$ cat config.mk
export PLATFORM = sky130hd
export DESIGN_NAME = bcd_stopwatch_flat
export DESIGN_NICKNAME = d
export VERILOG_FILES = /design/src/rtl/bcd_stopwatch_if.sv /design/src/rtl/bcd_stopwatch.sv /design/src/flat_wrapper.sv
export SDC_FILE = /design/constraint.sdc
export NUM_CORES = 1
export LEC_CHECK = 0
export ABC_AREA = 1
export BUFFER_PORTS_ARGS = -buffer_cell sky130_fd_sc_hd__clkbuf_2
export CORE_MARGIN = 2
export CORE_UTILIZATION = 50
export DETAILED_ROUTE_END_ITERATION = 16
export PLACE_DENSITY_LB_ADDON = 0.3
export SLEW_MARGIN = 10
export SYNTH_ARGS = -nofsm -noshare
export SYNTH_HDL_FRONTEND = slang
export SYNTH_SLANG_ARGS = --single-unit
export TNS_END_PERCENT = 1
$ cat constraint.sdc
create_clock -name clk50m -period 1.6 [get_ports clk50m]
set_clock_uncertainty 0.1 [all_clocks]
set_input_delay 0.24 -clock clk50m [delete_from_list [all_inputs] [get_ports clk50m]]
set_output_delay 0.24 -clock clk50m [all_outputs]
set_load 0.005 [all_outputs]
$ cat src/rtl/bcd_stopwatch_if.sv
// Control and display bundle between the stopwatch and its driver/consumers.
// The tick and raw buttons flow into the stopwatch; the count and status LEDs flow out.
interface bcd_stopwatch_if #(
  parameter int DIGITS = 4
);
  logic                  tick;
  logic                  btn_start_stop;
  logic                  btn_clear;
  logic [4*DIGITS-1:0]   bcd;
  logic                  run;
  logic                  ovf;

  modport master (
    output tick, btn_start_stop, btn_clear,
    input  bcd, run, ovf
  );

  modport slave (
    input  tick, btn_start_stop, btn_clear,
    output bcd, run, ovf
  );
endinterface

$ cat src/rtl/bcd_stopwatch.sv
// Start/stop/clear stopwatch: debounced buttons, control FSM and a DIGITS-wide
// BCD counter that advances once per prescaler tick while running.
module bcd_stopwatch #(
  parameter int DIGITS         = 4,
  parameter int DEBOUNCE_TICKS = 4
) (
  input  logic             clk50m,
  input  logic             rst_n,
  bcd_stopwatch_if.slave   sw
);
  localparam int CW = $clog2(DEBOUNCE_TICKS + 1);

  typedef enum logic [1:0] {
    ST_IDLE = 2'd0,
    ST_RUN  = 2'd1,
    ST_STOP = 2'd2
  } state_t;

  // Bit 0 is start/stop, bit 1 is clear.
  logic [1:0] btn_raw;
  logic [1:0] press;
  assign btn_raw = {sw.btn_clear, sw.btn_start_stop};

  for (genvar gi = 0; gi < 2; gi++) begin : g_btn
    logic          sync1_q, sync2_q;
    logic          stable_q, stable_dly_q;
    logic [CW-1:0] cnt_q;

    always_ff @(posedge clk50m or negedge rst_n) begin
      if (!rst_n) begin
        sync1_q      <= 1'b0;
        sync2_q      <= 1'b0;
        stable_q     <= 1'b0;
        stable_dly_q <= 1'b0;
        cnt_q        <= '0;
      end else begin
        sync1_q      <= btn_raw[gi];
        sync2_q      <= sync1_q;
        stable_dly_q <= stable_q;
        if (sw.tick) begin
          if (sync2_q != stable_q) begin
            if (cnt_q == CW'(DEBOUNCE_TICKS - 1)) begin
              stable_q <= sync2_q;
              cnt_q    <= '0;
            end else begin
              cnt_q <= cnt_q + 1'b1;
            end
          end else begin
            cnt_q <= '0;
          end
        end
      end
    end

    // Rising edge of the accepted level only; releases are silent.
    assign press[gi] = stable_q & ~stable_dly_q;
  end

  state_t              state_q, state_d;
  logic                run_q;
  logic [4*DIGITS-1:0] bcd_q, bcd_d, bcd_inc;
  logic                ovf_q, ovf_d;
  logic                clear_cnt;
  logic [DIGITS:0]     carry;

  always_comb begin
    state_d   = state_q;
    clear_cnt = 1'b0;
    case (state_q)
      ST_IDLE: if (press[0]) state_d = ST_RUN;
      ST_RUN:  if (press[0]) state_d = ST_STOP;
      ST_STOP: begin
        if (press[1]) begin
          state_d   = ST_IDLE;
          clear_cnt = 1'b1;
        end else if (press[0]) begin
          state_d = ST_RUN;
        end
      end
      default: state_d = ST_IDLE;
    endcase
  end

  assign carry[0] = 1'b1;
  for (genvar gi = 0; gi < DIGITS; gi++) begin : g_digit
    logic [3:0] dig;
    assign dig             = bcd_q[4*gi +: 4];
    assign carry[gi+1]     = carry[gi] & (dig == 4'd9);
    assign bcd_inc[4*gi +: 4] = carry[gi] ? ((dig == 4'd9) ? 4'd0 : dig + 4'd1) : dig;
  end

  // Counting is gated by the current state, so the entry cycle into RUN never counts.
  always_comb begin
    bcd_d = bcd_q;
    ovf_d = ovf_q;
    if (clear_cnt) begin
      bcd_d = '0;
      ovf_d = 1'b0;
    end else if (state_q == ST_RUN && sw.tick) begin
      bcd_d = bcd_inc;
      if (carry[DIGITS]) ovf_d = 1'b1;
    end
  end

  always_ff @(posedge clk50m or negedge rst_n) begin
    if (!rst_n) begin
      state_q <= ST_IDLE;
      run_q   <= 1'b0;
      bcd_q   <= '0;
      ovf_q   <= 1'b0;
    end else begin
      state_q <= state_d;
      run_q   <= (state_d == ST_RUN);
      bcd_q   <= bcd_d;
      ovf_q   <= ovf_d;
    end
  end

  assign sw.bcd = bcd_q;
  assign sw.run = run_q;
  assign sw.ovf = ovf_q;
endmodule
$ cat src/flat_wrapper.sv
// flat-port wrapper written by rule: the top's interface ports become plain ports
module bcd_stopwatch_flat 
#(
  parameter int DIGITS         = 4,
  parameter int DEBOUNCE_TICKS = 4
)
  (clk50m, rst_n, sw_tick, sw_btn_start_stop, sw_btn_clear, sw_bcd, sw_run, sw_ovf);
  bcd_stopwatch_if #(.DIGITS(DIGITS)) sw_i ();
  input  logic clk50m;
  input  logic rst_n;
  input wire logic [$bits(sw_i.tick)-1:0] sw_tick;
  input wire logic [$bits(sw_i.btn_start_stop)-1:0] sw_btn_start_stop;
  input wire logic [$bits(sw_i.btn_clear)-1:0] sw_btn_clear;
  output wire logic [$bits(sw_i.bcd)-1:0] sw_bcd;
  output wire logic [$bits(sw_i.run)-1:0] sw_run;
  output wire logic [$bits(sw_i.ovf)-1:0] sw_ovf;
  assign sw_i.tick = sw_tick;
  assign sw_i.btn_start_stop = sw_btn_start_stop;
  assign sw_i.btn_clear = sw_btn_clear;
  assign sw_bcd = sw_i.bcd;
  assign sw_run = sw_i.run;
  assign sw_ovf = sw_i.ovf;
  bcd_stopwatch #(.DIGITS(DIGITS), .DEBOUNCE_TICKS(DEBOUNCE_TICKS)) u_core (.clk50m(clk50m), .rst_n(rst_n), .sw(sw_i));
endmodule
======== After elaboration in Yosys (flattened, before gate mapping) ========
Cells that the tools add are included.
cells by class
  add/sub/neg operators ................... 6
  equality and inequality tests ........... 11
  muxes and demuxes ....................... 22
  bitwise gates (word level) .............. 7
  reduce and logical (&&, ||, !) cells .... 13
operators by type and width
  cell                   count
  $mux W16               2
  $mux W4                7
  $add A4 B1 Y4 const B  4
  $eq A4 B4 Y1 const B   4
  $mux W3                4
  $reduce_bool A2 Y1     5
  $reduce_and A2 Y1      4
  $add A3 B1 Y3 const B  2
  $eq A3 B2 Y1 const B   2
  $mux W2                3
  $pmux W2 S3            1
  $reduce_and A3 Y1      2
  $and A1 B1 Y1          5
  $mux W1                5
  $eq A2 B1 Y1 const B   2
  $eq A2 B2 Y1 const B   1
  $logic_not A2 Y1       1
  $ne A1 B1 Y1           2
  $not A1 Y1             2
  $logic_and A1 B1 Y1    1
word-level totals
  bits in registers ....................... 34
  input port bits ......................... 5
  output and inout port bits .............. 18
  word-level logic and storage cells ...... 76

======== Logic depth before layout (Yosys ltp) ========
  word-level depth ........................ 7
  mapped depth ............................ 9
  depth with buffers taken out ............ 9

======== Least setup slack after synthesis ========
Ideal clock, no wire load.
  path type ............................... register to register
  start ................................... reg u_core.bcd_q[1], in the netlist u_core.sw.bcd[1]
  end ..................................... reg u_core.bcd_q[6], in the netlist u_core.sw.bcd[6]
  setup time .............................. 118 ps
  arrival time ............................ 1224 ps
  data required time ...................... 1382 ps
  path slack .............................. 158 ps
  stages on the path, launching flop included .. 10
  buffers on the path ..................... 0
  period minus slack after synthesis ...... 1442 ps
  path through ............................ dfrtp_1 -> inv_1 -> ha_1 -> nand2_1 -> nor2_1 -> inv_1 -> o21ai_4 -> inv_2 -> nand2_1 -> o21ai_2
on the way
  longest elaborated chain between the ends .. 3
ends and longest elaborated chain
  item                          line                  RTL
  start: declaration            bcd_stopwatch.sv:61   logic [4*DIGITS-1:0] bcd_q, bcd_d, bcd_inc;
  start signal: assignment      bcd_stopwatch.sv:109  bcd_q <= '0;
  start signal: assignment      bcd_stopwatch.sv:114  bcd_q <= bcd_d;
  $eq A4 B4 Y1                  bcd_stopwatch.sv:88   assign carry[gi+1] = carry[gi] & (dig == 4'd9);
  $reduce_bool A2 Y1 (no line)  --
  $reduce_and A2 Y1 (no line)   --
No other way between the ends.
A chain may end at the register's enable or synchronous reset.

======== Worst setup path after layout ========
  start ................................... reg u_core.bcd_q[5], in the netlist u_core.sw.bcd[5]
  end ..................................... reg u_core.bcd_q[6], in the netlist u_core.sw.bcd[6]
on the way
  longest elaborated chain between the ends .. 5
  elaborated cells between the ends (all ways) .. 6
  those cells by class .................... 1 x add/sub; 1 x eq/ne; 4 x mux
ends and longest elaborated chain
  item                                                  line                 RTL
  $add A4 B1 Y4 / $eq A4 B4 Y1 (equally long branches)  bcd_stopwatch.sv:89  assign bcd_inc[4*gi +: 4] = carry[gi] ? ((dig == 4'd9) ? 4'd0 : dig + 4'd1) : dig;
  $mux W4 * (2 in series)                               bcd_stopwatch.sv:89
  $mux W16 *                                            bcd_stopwatch.sv:99  end else if (state_q == ST_RUN && sw.tick) begin
  $mux W16 *                                            bcd_stopwatch.sv:96  if (clear_cnt) begin
Mark *: on every way between the ends. The rest lies on a longest branch, timed or not. The select of a mux whose other input is x is not followed.

==> results.sh <==
export IMPL_grt_max_degree=35
export IMPL_wl_um=3171
export IMPL_io_buffers=22
export IMPL_period_needed_ns=1.530
export IMPL_syn_nets=208
export IMPL_use_met3_pct=5.536
export IMPL_row_count=21
export IMPL_r2r_start="u_core.sw.bcd[5]"
export IMPL_cp_startpoint="u_core.sw.bcd[5]"
export IMPL_worst_path_max_fanout=5
export IMPL_rrSetupSlack_ns=0.07
export IMPL_numCtsBuffers=5
export IMPL_synth_edff_count=0
export IMPL_grt_pass1_vias=1309
export IMPL_r2r_end="u_core.sw.bcd[6]"
export IMPL_r2r_cells=9
export IMPL_antenna_found_initial=0
export IMPL_final_nets=251
export IMPL_use_met1_pct=23.12
export IMPL_core_area_um2=3363
export IMPL_dp_hpwl_um=2199
export IMPL_syn_mean_instance_area_um2=9.083
export IMPL_period_share_pct=95.60
export IMPL_drc_errors=0
export IMPL_min_path_type="input pin to flip-flop"
export IMPL_crit_end="u_core.sw.bcd[6]"
export IMPL_synth_cells=193
export IMPL_path_cells="inv_2 > ha_2 > nand2_2 > nor2_4 > buf_4 > buf_4 > inv_1 > nand4_1 > o21ai_2"
export IMPL_synth_cell_area_um2=1753
export IMPL_vias=1348
export IMPL_hold_viol=0
export IMPL_clkTransAtPathRegs_ns=0.10
export IMPL_whs_ns=0.1232
export IMPL_diodes=0
export IMPL_cts_tree="built"
export IMPL_crit_path_start_kind="flip-flop"
export IMPL_synth_seq_cells=34
export IMPL_wire_per_inst_um=11.24
export IMPL_place_inst=266
export IMPL_final_common_cell="nand2_1"
export IMPL_h_tree_depth=2
export IMPL_crit_slowest_cell="dfrtp_1"
export IMPL_setup_tns_ns=0
export IMPL_die_x_um=63.21
export IMPL_met2_usage_pct=28.46
export IMPL_cp_num_buf_inv=4
export IMPL_dieArea_um2=3996
export IMPL_grt_overflow=0
export IMPL_max_freq_mhz=653.7
export IMPL_drt_initial_drc_count=34
export IMPL_drive_above_1_share_pct=31.78
export IMPL_leakage_nw=1.104
export IMPL_first_pass_iters=4
export IMPL_crit_type="flip-flop to flip-flop"
export IMPL_globalplace_congestion=0.8606
export IMPL_fp_dieH_um=63.21
export IMPL_areaGrowthSynthToFinish_pct=22.91
export IMPL_endpoint_kind="flip-flop"
export IMPL_setup_viol=0
export IMPL_synthDistinctLibCells=25
export IMPL_async_flop_share_pct=100.0
export IMPL_clock_tree_root_cell="clkbuf_4"
export IMPL_fillCellCount=310
export IMPL_crit_required_ns=1.72
export IMPL_maxSlewHeadroom_pct=72.20
export IMPL_grt_pass1_wl_um=5582
export IMPL_grt_usage_pct=17.82
export IMPL_rsz0062_at_grt="true"
export IMPL_drt_vias_per_instance=4.780
export IMPL_worst_pin_slew_ns=0.4170
export IMPL_final_antenna_net_count=0
export IMPL_drv_cap=0
export IMPL_clock_path_buffers=2
export IMPL_outcome="finished clean"
export IMPL_path_common_cell="buf_4"
export IMPL_yosysSeqAreaShare_pct=48.54
export IMPL_clock_sinks=34
export IMPL_critPathMaxStageDelay_ns=0.43
export IMPL_io_pins=23
export IMPL_power_density_nw_per_um2=1372
export IMPL_cp_top_family="flip-flops"
export IMPL_crit_arrival_ns=1.65
export IMPL_yosysWarnings=0
export IMPL_clock_latency_ns=0.32
export IMPL_layout_common_cells="nand2_1 (36), dfrtp_1 (34), inv_1 (23)"
export IMPL_slew_violations=0
export IMPL_worst_ir_drop_vdd_mv=0.7557
export IMPL_initial_utilization_pct=52.12
export IMPL_top_usage_layer="met2"
export IMPL_path_depth=9
export IMPL_finalNonFillerCells=282
export IMPL_synth_ff_type="dfrtp_1"
-- metal layers --
metal | wire length (µm) | part of all wire, %
met3 | 115 | 3.6
met2 | 1449 | 46
met5 | 0 | 0
met4 | 29 | 0.91
met1 | 1576 | 50
-- stage by stage --
step	area [µm²]	worst slack, ns	total power, mW	utilization (%)
floorplan	1753	0.1582	1.926	-
global placement	1958	0.07214	2.238	58.22
detailed placement	1958	0.04452	2.276	58.22
CTS	2069	0.03652	2.915	61.53
global route	2155	-0.04950	3.212	64.06
finish	2155	0.07035	2.957	64.06
-- registers in the layout, summed over array words and instances, names as in the netlist --
name and count:
u_core.sw.bcd 16, u_core.state_q 2, u_core.g_btn.sync1_q 2, u_core.g_btn.stable_dly_q 2, u_core.g_btn.sync2_q 2, u_core.g_btn.cnt_q 6
u_core.g_btn.stable_q 2, u_core.sw.ovf 1, u_core.sw.run 1
-- Yosys cell counts, types with 2 or more instances --
cell     number  share of area (%)
a21oi_1       4                1.1
xnor2_1       2                1.0
mux2i_1       2                1.1
dfrtp_1      34                 49
nand2_2       4                1.4
o21ai_2       5                2.5
xor2_1        6                3.0
inv_2         4               0.86
o21ai_0       9                2.6
ha_1         10                7.1
nand4_1       4                1.4
nand3_1      16                4.6
inv_1        26                5.6
nand3_4       2                2.0
nor2_1       15                3.2
nand2_1      41                8.8
-- how the worst min path moves through the flow --
stage / endpoint / slack, ns / cells after the start / from
floorplan: u_core.g_btn[0].cnt_q[0] / -0.16 / 0 / rst_n
global placement: u_core.state_q[0] / 0.19 / 2 / rst_n
detailed placement: u_core.state_q[0] / 0.19 / 2 / rst_n
CTS: u_core.g_btn[1].cnt_q[2] / 0.11 / 2 / sw_tick
global route: u_core.g_btn[1].cnt_q[2] / 0.11 / 2 / sw_tick
finish: u_core.g_btn[1].cnt_q[2] / 0.12 / 2 / sw_tick
-- repair_timing --
action / 4_1_cts / 5_1_grt
hold endpoints to repair: 36 / 0
gates resized for setup: 0 / 16
endpoints found under the setup margin: 0 / 12
hold buffers: 3 / 0
buffers inserted: 0 / 6
-- power breakdown --
| part | internal (mW) | leakage [nW] | switching (mW) |
|---|---|---|---|
| clock | 0.364 | 0.0443 | 0.261 |
| sequential | 1.09 | 0.438 | 0.215 |
| combinational | 0.439 | 0.622 | 0.593 |
| total | 1.89 | 1.10 | 1.07 |
-- layout make-up --
class | count | area (µm²) | area share (%)
tap | 46 | 57.56 | 2.671
multi-input combinational | 129 | 829.5 | 38.50
inverter | 30 | 112.6 | 5.226
timing repair buffer | 36 | 222.7 | 10.34
clock inverter | 1 | 30.03 | 1.394
clock buffer | 6 | 51.30 | 2.381
sequential | 34 | 850.8 | 39.49
-- cells by family after synthesis --
kind of cell             after synthesis  share of synthesized area, %
buffers and inverters                 30                         6.424
multiplexers                           2                         1.142
flip-flops                            34                         48.54
AND/OR/NAND/NOR                       89                         25.27
adder cells (fa/ha/maj)               10                         7.138
XOR/XNOR                               8                         3.997
AO/OA/AOI/OAI                         20                         7.495
(Power assumes the default switching activity.)
